<file path="config.mk">
export PLATFORM = sky130hd
export DESIGN_NAME = apb_reg_bridge
export DESIGN_NICKNAME = d
export VERILOG_FILES = /design/src/rtl/apb_i2c_pkg.sv /design/src/rtl/apb_wait_ctr.sv /design/src/rtl/apb_reg_bridge.sv
export SDC_FILE = /design/constraint.sdc
export NUM_CORES = 1
export LEC_CHECK = 0
export BUFFER_PORTS_ARGS = -buffer_cell sky130_fd_sc_hd__buf_4
export CAP_MARGIN = 10
export CORE_MARGIN = 2
export CORE_UTILIZATION = 48
export DETAILED_ROUTE_END_ITERATION = 8
export PLACE_DENSITY = 0.78
export SLEW_MARGIN = 25
export SYNTH_ARGS = -nofsm -noshare
export SYNTH_HDL_FRONTEND = slang
export SYNTH_SLANG_ARGS = --single-unit
</file>
<file path="constraint.sdc">
create_clock -name clk -period 1.8 [get_ports clk]
set_input_delay 0.54 -clock clk [delete_from_list [all_inputs] [get_ports clk]]
set_output_delay 0.54 -clock clk [all_outputs]
set_load 0.005 [all_outputs]
</file>
<file path="src/rtl/apb_i2c_pkg.sv">
// Shared types and address-field constants for the APB register bridge.
package apb_i2c_pkg;

    typedef enum logic [1:0] {
        ST_IDLE   = 2'd0,
        ST_SETUP  = 2'd1,
        ST_ACCESS = 2'd2,
        ST_DONE   = 2'd3
    } apb_state_e;

    localparam logic [2:0] REG_APB_IDX = 3'd7;

    // paddr[1:0] must be zero, paddr[4:2] selects the register, bits above must be zero
    localparam int REG_SEL_LSB = 2;
    localparam int REG_SEL_MSB = 4;
    localparam int ADDR_HI_LSB = 5;

    localparam int CTR_W = 3;

endpackage

</file>
<file path="src/rtl/apb_wait_ctr.sv">
// Loadable wait-state down-counter; o_done flags terminal count (zero).
module apb_wait_ctr
    import apb_i2c_pkg::*;
(
    input  logic             clk,
    input  logic             rst_n,
    input  logic             i_load,
    input  logic [CTR_W-1:0] i_load_val,
    input  logic             i_en,
    output logic             o_done
);

    logic [CTR_W-1:0] r_count;

    always_ff @(posedge clk) begin
        if (!rst_n) begin
            r_count <= '0;
        end else if (i_load) begin
            r_count <= i_load_val;
        end else if (i_en && (r_count != '0)) begin
            r_count <= r_count - 1'b1;
        end
    end

    assign o_done = (r_count == '0);

endmodule

</file>
<file path="src/rtl/apb_reg_bridge.sv">
// APB slave bridge onto a small register file: APB writes land in register 7,
// reads return through the register file's combinational read port.
module apb_reg_bridge
    import apb_i2c_pkg::*;
#(
    parameter int WAIT_CYCLES = 1,
    parameter int ADDR_W      = 8
) (
    input  logic              clk,
    input  logic              rst_n,
    input  logic              psel,
    input  logic              penable,
    input  logic              pwrite,
    input  logic [ADDR_W-1:0] paddr,
    input  logic [7:0]        pwdata,
    output logic [7:0]        prdata,
    output logic              pready,
    output logic              pslverr,
    output logic              rf_write_en,
    output logic              rf_apb_op,
    output logic [7:0]        rf_apb_data,
    output logic [2:0]        rf_read_addr,
    input  logic [7:0]        rf_read_data
);
    // state  | meaning
    // IDLE   | bus idle, waiting for a setup phase
    // SETUP  | address/control/data latched, waiting for penable
    // ACCESS | wait states counting down; psel/penable drop aborts
    // DONE   | one-cycle pready with response and write strobe

    localparam logic [CTR_W-1:0] WAIT_LOAD = CTR_W'(WAIT_CYCLES);

    apb_state_e        r_state;
    apb_state_e        w_state_nxt;
    logic [ADDR_W-1:0] r_paddr;
    logic              r_pwrite;
    logic [7:0]        r_pwdata;
    logic              r_pready;
    logic              r_pslverr;
    logic              r_write_en;
    logic [7:0]        r_prdata;
    logic              w_latch;
    logic              w_ctr_load;
    logic              w_ctr_done;
    logic              w_to_done;
    logic              w_err;

    apb_wait_ctr u_wait_ctr (
        .clk        (clk),
        .rst_n      (rst_n),
        .i_load     (w_ctr_load),
        .i_load_val (WAIT_LOAD),
        .i_en       (r_state == ST_ACCESS),
        .o_done     (w_ctr_done)
    );

    assign w_err = (r_paddr[REG_SEL_LSB-1:0] != '0)
                || (r_paddr[ADDR_W-1:ADDR_HI_LSB] != '0)
                || (r_pwrite && (r_paddr[REG_SEL_MSB:REG_SEL_LSB] != REG_APB_IDX));

    always_comb begin
        w_state_nxt = r_state;
        w_latch     = 1'b0;
        w_ctr_load  = 1'b0;
        w_to_done   = 1'b0;
        case (r_state)
            ST_IDLE: begin
                if (psel && !penable) begin
                    w_state_nxt = ST_SETUP;
                    w_latch     = 1'b1;
                end
            end
            ST_SETUP: begin
                if (!psel) begin
                    w_state_nxt = ST_IDLE;
                end else if (penable) begin
                    w_state_nxt = ST_ACCESS;
                    w_ctr_load  = 1'b1;
                end
            end
            ST_ACCESS: begin
                if (!(psel && penable)) begin
                    w_state_nxt = ST_IDLE;
                end else if (w_ctr_done) begin
                    w_state_nxt = ST_DONE;
                    w_to_done   = 1'b1;
                end
            end
            ST_DONE: begin
                if (psel && !penable) begin
                    w_state_nxt = ST_SETUP;
                    w_latch     = 1'b1;
                end else begin
                    w_state_nxt = ST_IDLE;
                end
            end
            default: w_state_nxt = ST_IDLE;
        endcase
    end

    always_ff @(posedge clk) begin
        if (!rst_n) begin
            r_state    <= ST_IDLE;
            r_paddr    <= '0;
            r_pwrite   <= 1'b0;
            r_pwdata   <= 8'h00;
            r_pready   <= 1'b0;
            r_pslverr  <= 1'b0;
            r_write_en <= 1'b0;
            r_prdata   <= 8'h00;
        end else begin
            r_state <= w_state_nxt;
            if (w_latch) begin
                r_paddr  <= paddr;
                r_pwrite <= pwrite;
                r_pwdata <= pwdata;
            end
            // Response registers are only ever set on the edge into DONE,
            // so they read zero in every other state.
            r_pready   <= w_to_done;
            r_pslverr  <= w_to_done && w_err;
            r_write_en <= w_to_done && !w_err && r_pwrite;
            r_prdata   <= (w_to_done && !w_err && !r_pwrite) ? rf_read_data : 8'h00;
        end
    end

    // The register file captures on the same edge that resets us, so the strobe
    // has to die combinationally with rst_n.
    assign rf_write_en  = r_write_en & rst_n;
    assign rf_apb_op    = r_write_en & rst_n;
    assign rf_apb_data  = r_pwdata;
    assign rf_read_addr = r_paddr[REG_SEL_MSB:REG_SEL_LSB];
    assign prdata       = r_prdata;
    assign pready       = r_pready;
    assign pslverr      = r_pslverr;

endmodule
</file>
# After elaboration in Yosys (flattened, before gate mapping)
# Cells that the tools add are included.
[classes]
n_bitwise = 2
eq_ne = 7
add_sub_neg = 1
mux = 17
n_reduce_logical = 23
[ops]
columns = ["operator", "n"]
rows = [
  ["1-bit two-way mux", 11],
  ["2-bit two-way mux", 5],
  ["3-bit != test (second input constant)", 3],
  ["1-bit logical AND", 8],
  ["2-bit one-hot mux with 4 select lines", 1],
  ["3-bit nonzero test", 2],
  ["2-bit equality test (second input constant)", 2],
  ["2-bit nonzero test", 2],
  ["2-bit OR reduction", 2],
  ["1-bit logical NOT", 3],
  ["3-bit logical NOT", 1],
  ["3-bit AND reduction", 1],
  ["3-bit by 1-bit subtractor with 3-bit output (second input constant)", 1],
  ["2-bit by 1-bit equality test with 1-bit output (second input constant)", 1],
  ["2-bit logical NOT", 1],
  ["1-bit logical OR", 2],
  ["2-bit != test (second input constant)", 1],
  ["2-bit AND reduction", 1],
  ["1-bit bitwise AND", 1],
  ["1-bit NOT", 1],
]
[word_totals]
reg_bits = 33
in_bits = 29
word_cells = 60
out_inout_bits = 23

# Depth between registers and ports, before layout
[logic_depth]
depth_word = 7
ltp_mapped = 7
mapped_depth_nobuf = 6

# Cells and area by module
# From an unflattened synthesis, not the netlist that was laid out.
[hier_totals]
cells_unflattened = 159
hier_area_um2 = 1450.1
[by_module_without_submodules]
columns = ["module", "n_inst", "cells_per_inst", "area_per_inst_um2"]
rows = [
  ["apb_reg_bridge", 1, 138, 1265.0],
  ["apb_wait_ctr", 1, 21, 185.2],
]

# Worst setup path after synthesis
# No wires, ideal clock.
[synth_timing]
path_type = "input to output"
from = "in rst_n"
to = "out rf_write_en"
t_required_ns = 1.260
stages = 3
n_path_buf = 2
t_arrival_ns = 1.018
setup_slack_ns = 0.242
cell_sequence = "clkbuf_1 -> and2_1 -> buf_4"
[synth_via]
elab_chain_len = 1
[synth_rtl]
columns = ["element", "line", "source"]
rows = [
  ["from (decl)", "apb_reg_bridge.sv:10", "input logic rst_n,"],
  ["1-bit bitwise AND", "n/a", ""],
  ["to (decl)", "apb_reg_bridge.sv:19", "output logic rf_write_en,"],
]
# Every way passes these cells.

# Final worst setup path
[layout_timing]
from = "reg r_state[0]"
to = "reg r_prdata[3] (netlist: prdata[3])"
[layout_via]
elab_chain_len = 5
[layout_rtl]
columns = ["element", "line", "source"]
rows = [
  ["from (decl)", "apb_reg_bridge.sv:33", "apb_state_e r_state;"],
  ["from (signal assigned)", "apb_reg_bridge.sv:112", "r_state <= w_state_nxt;"],
  ["2-bit equality test", "apb_reg_bridge.sv:66", "case (r_state)"],
  ["1-bit two-way mux", "apb_reg_bridge.sv:66", ""],
  ["1-bit logical AND (2 in a row)", "apb_reg_bridge.sv:123", "r_prdata <= (w_to_done && !w_err && !r_pwrite) ? rf_read_data : 8'h00;"],
  ["2-bit AND reduction (no source line)", "n/a", ""],
  ["to (signal assigned)", "apb_reg_bridge.sv:123", ""],
  ["to (decl)", "apb_reg_bridge.sv:41", "logic [7:0] r_prdata;"],
]
# Every way passes these cells.
# A chain may end at the register's enable or synchronous reset.

==> results.md <==
* Synth area leaders: dfxtp_1, nand2_1, a21boi_0, ha_1, and2_1
* Max clock buf depth at 2
* Min-delay src: rf_read_data[0]
* Vias per cell at 4.899
* Post-Syn Area at roughly 0.0014 mm2
* Share of cells above drive strength 1 at 0.3285
* Outcome: completed
* Total GRT Usage at 0.1783
* # Post-CTS Setup Buffers at 0
* Hold EP: prdata[0]
* Worst Setup Start Kind: flop
* Final setup TNS at 0 ns
* Most frequent cells in the layout: buf_4, nand2_1, dfxtp_1
* Setup ws final at 0.1403 ns
* # DRC at 0
* DR WL met3 at 216 um
* Hold Path Class: in2reg
* Min-Delay Path Depth at 2
* Routed len/inst at about 12 um
* Antenna Nets Post-Route at 0
* Setup Skew at about 0.014 ns
* Total Wirelength at approximately 2800 um
* Final std cells w/o fill at between 200 and 250
* Congestion Overflow GR at 0
* CP max stage cell: dfxtp_1
* DRC marker count from the first detailed-route iteration at 32
* I/O Buffers at between 50 and 60
* WS Path Type: reg2reg
* Sequence of cells on the critical path: inv_1 > ha_2 > nand2_1 > or3_4 > nor3_4 > and2_1
* Top sig layer: met4
* Fin. max-slew vios at 0
* Slowest cell delay on critical path at 0.36 ns
* RR Startpoint: r_state[0]
* Antenna cells at 0
* Async S/R FF share, synth at 0
* Met2 WL at roughly 1400 um
* Initial Utilization at 0.5053
* Post-synth top area cell: dfxtp_1
* Setup crit end kind: flop
* Synth warn at 0
* Dpl ws at approximately 0.11 ns
* Unrepaired setup endpoints after global routing: no
* M1 wire length at 1125 um
* Most common cell after layout, fill and taps aside: buf_4
* CTS resizes at 0
* Core area at roughly 0.0027 mm2
* Finished Core Util at 0.6677
* Hold WS at roughly 0.4 ns
* Peak VDD IR at 0.0005923 V
* Via count at ~1,200
* Overall Power at 1.404 mW
* Chip Height at between 50 and 60 um
* Reg2Reg Depth at 6
* Slew HR at 0.8270
* Std cell rows at 19
* Fin area at around 0.0018 mm2
* Largest net degree at the start of global routing at 18
* Area Growth Syn to Fin at 32.16%
* Die area at 0.003323 mm2
* Leak at between 0.8 and 0.9 nW
* Yosys reg bits at 33
* Pwr per Cell Area at between 700 and 800 mW/mm2
* Nets at around 240
* Setup violators final at 0
* Clock sinks at 33
* # IOs at 52
* Total CTS buffers at 5
* Filler cells at approximately 230
* Placed cell area at roughly 0.0018 mm2
* Yosys top cell area share at 0.4783
* Chip Width at ~58 um
* Initial antenna violation count at 0
* Root Buffer: clkbuf_4
* Sequential Area at 660.6 um2
* Skew-Pair Late Insertion Delay at 0.33 ns
* Synth Instances at around 150
* Multi-input logic area at ~640 um2
* Vias in the first global route at between 1,000 and 1,500
* Dpl cells at 230
* Count of different cell masters after synthesis at 26
* Hold buffers post-CTS at 0
* Worst-Margin Slew at about 0.26 ns
* Buffers plus inverters on the worst setup path at 1
* Fmax at about 600 MHz
* Worst EP arrival at a little under 2 ns
* Crit path max fanout at 8
* Detail Placement HPWL at 2155 um
* Detailed Routing Iterations Pass 1 at 4
* CTS tree: yes
* Mapped Avg Cell Area at around 9 um2
* Final hold vios at 0
* Post-synth EDFFs at 0
* Synth Flop Type: dfxtp_1
* R2R Setup Slk at approximately 0.14 ns
* Reg2reg end: prdata[3]
* Routability Congestion at around 0.77
* Syn Nets at 190
* Required time worst endpoint at 2.08 ns
* Seq/Total Area, Yosys at 0.4783
* Reg clk slew, reported paths at between 0.1 and 0.15 ns
* Minimum period implied by the final worst setup slack at between 1.5 and 2 ns
* Global-route wire length before repair at 4464 um
* Tcrit/Tclk final at 0.9221
* Max_cap viols at 0
* H-tree Lvls at 2
* CP delay by family, top: simple AND/OR/NAND/NOR gates
==> per-layer routing <==
metal | vias to the layer above | GRT usage
met4 | 0 | 0.06977
met5 | - | 0
met1 | 515 | 0.1878
met3 | 8 | 0.07589
li1 | 603 | -
met2 | 40 | 0.3133
==> Yosys cell counts (2+ instances only) <==
library cell,count
and2_1,9
clkbuf_1,2
buf_4,7
nand3_1,3
mux2i_1,2
a21oi_1,6
ha_1,7
inv_1,6
nand2b_1,2
dfxtp_1,33
nor2_1,3
a21boi_0,18
nand2_1,42
nor3_1,2
==> how the worst max path moves through the flow <==
stage               cells past startpoint        from     endpoint
floorplan                               3       rst_n  rf_write_en
CTS                                     6  r_state[0]    prdata[3]
global placement                        5     penable    prdata[5]
finish                                  6  r_state[0]    prdata[3]
global route                            6  r_state[0]    prdata[6]
detailed placement                      6  r_state[0]    prdata[3]
==> power breakdown <==
part | internal, mW | switching (mW)
Combinational | 0.118 | 0.108
Sequential | 0.760 | 0.0201
Clock | 0.147 | 0.251
==> worst reg2reg max path, delay by kind of cell, from the launching register on <==
kind / cells / cell delay, ns
AND/OR/NAND/NOR: 4 / 0.86
flip-flops: 1 / 0.36
adder cells (fa/ha/maj): 1 / 0.26
buffers and inverters: 1 / 0.14
==> area by class of cell <==
type                       instances  share of cell area
clock inverter                     3            0.009596
tap                               31             0.02125
timing repair buffer              55              0.2262
multi-input combinational        105              0.3482
sequential                        33              0.3619
inverter                           6             0.01234
clock buffer                       5             0.02056
==> flip-flops by register name (all words and copies together) (netlist names) <==
register and flops:
u_wait_ctr.r_count 3, r_write_en 1, r_state 2, pslverr 1, pready 1, r_pwrite 1
rf_apb_data 8, r_paddr 8, prdata 8
==> kinds of logic (layout without fill, tap and decap cells) <==
group / after synthesis / in the layout / synth area share
simple gates: 67 / 67 / 0.2301
flops: 33 / 33 / 0.4783
mux: 3 / 3 / 0.02264
compound gates: 27 / 27 / 0.1359
buf+inv: 16 / 69 / 0.06340
xor+xnor: 1 / 1 / 0.006342
fa+ha+maj: 7 / 7 / 0.06340
Power figures use the tool's default switching activity.
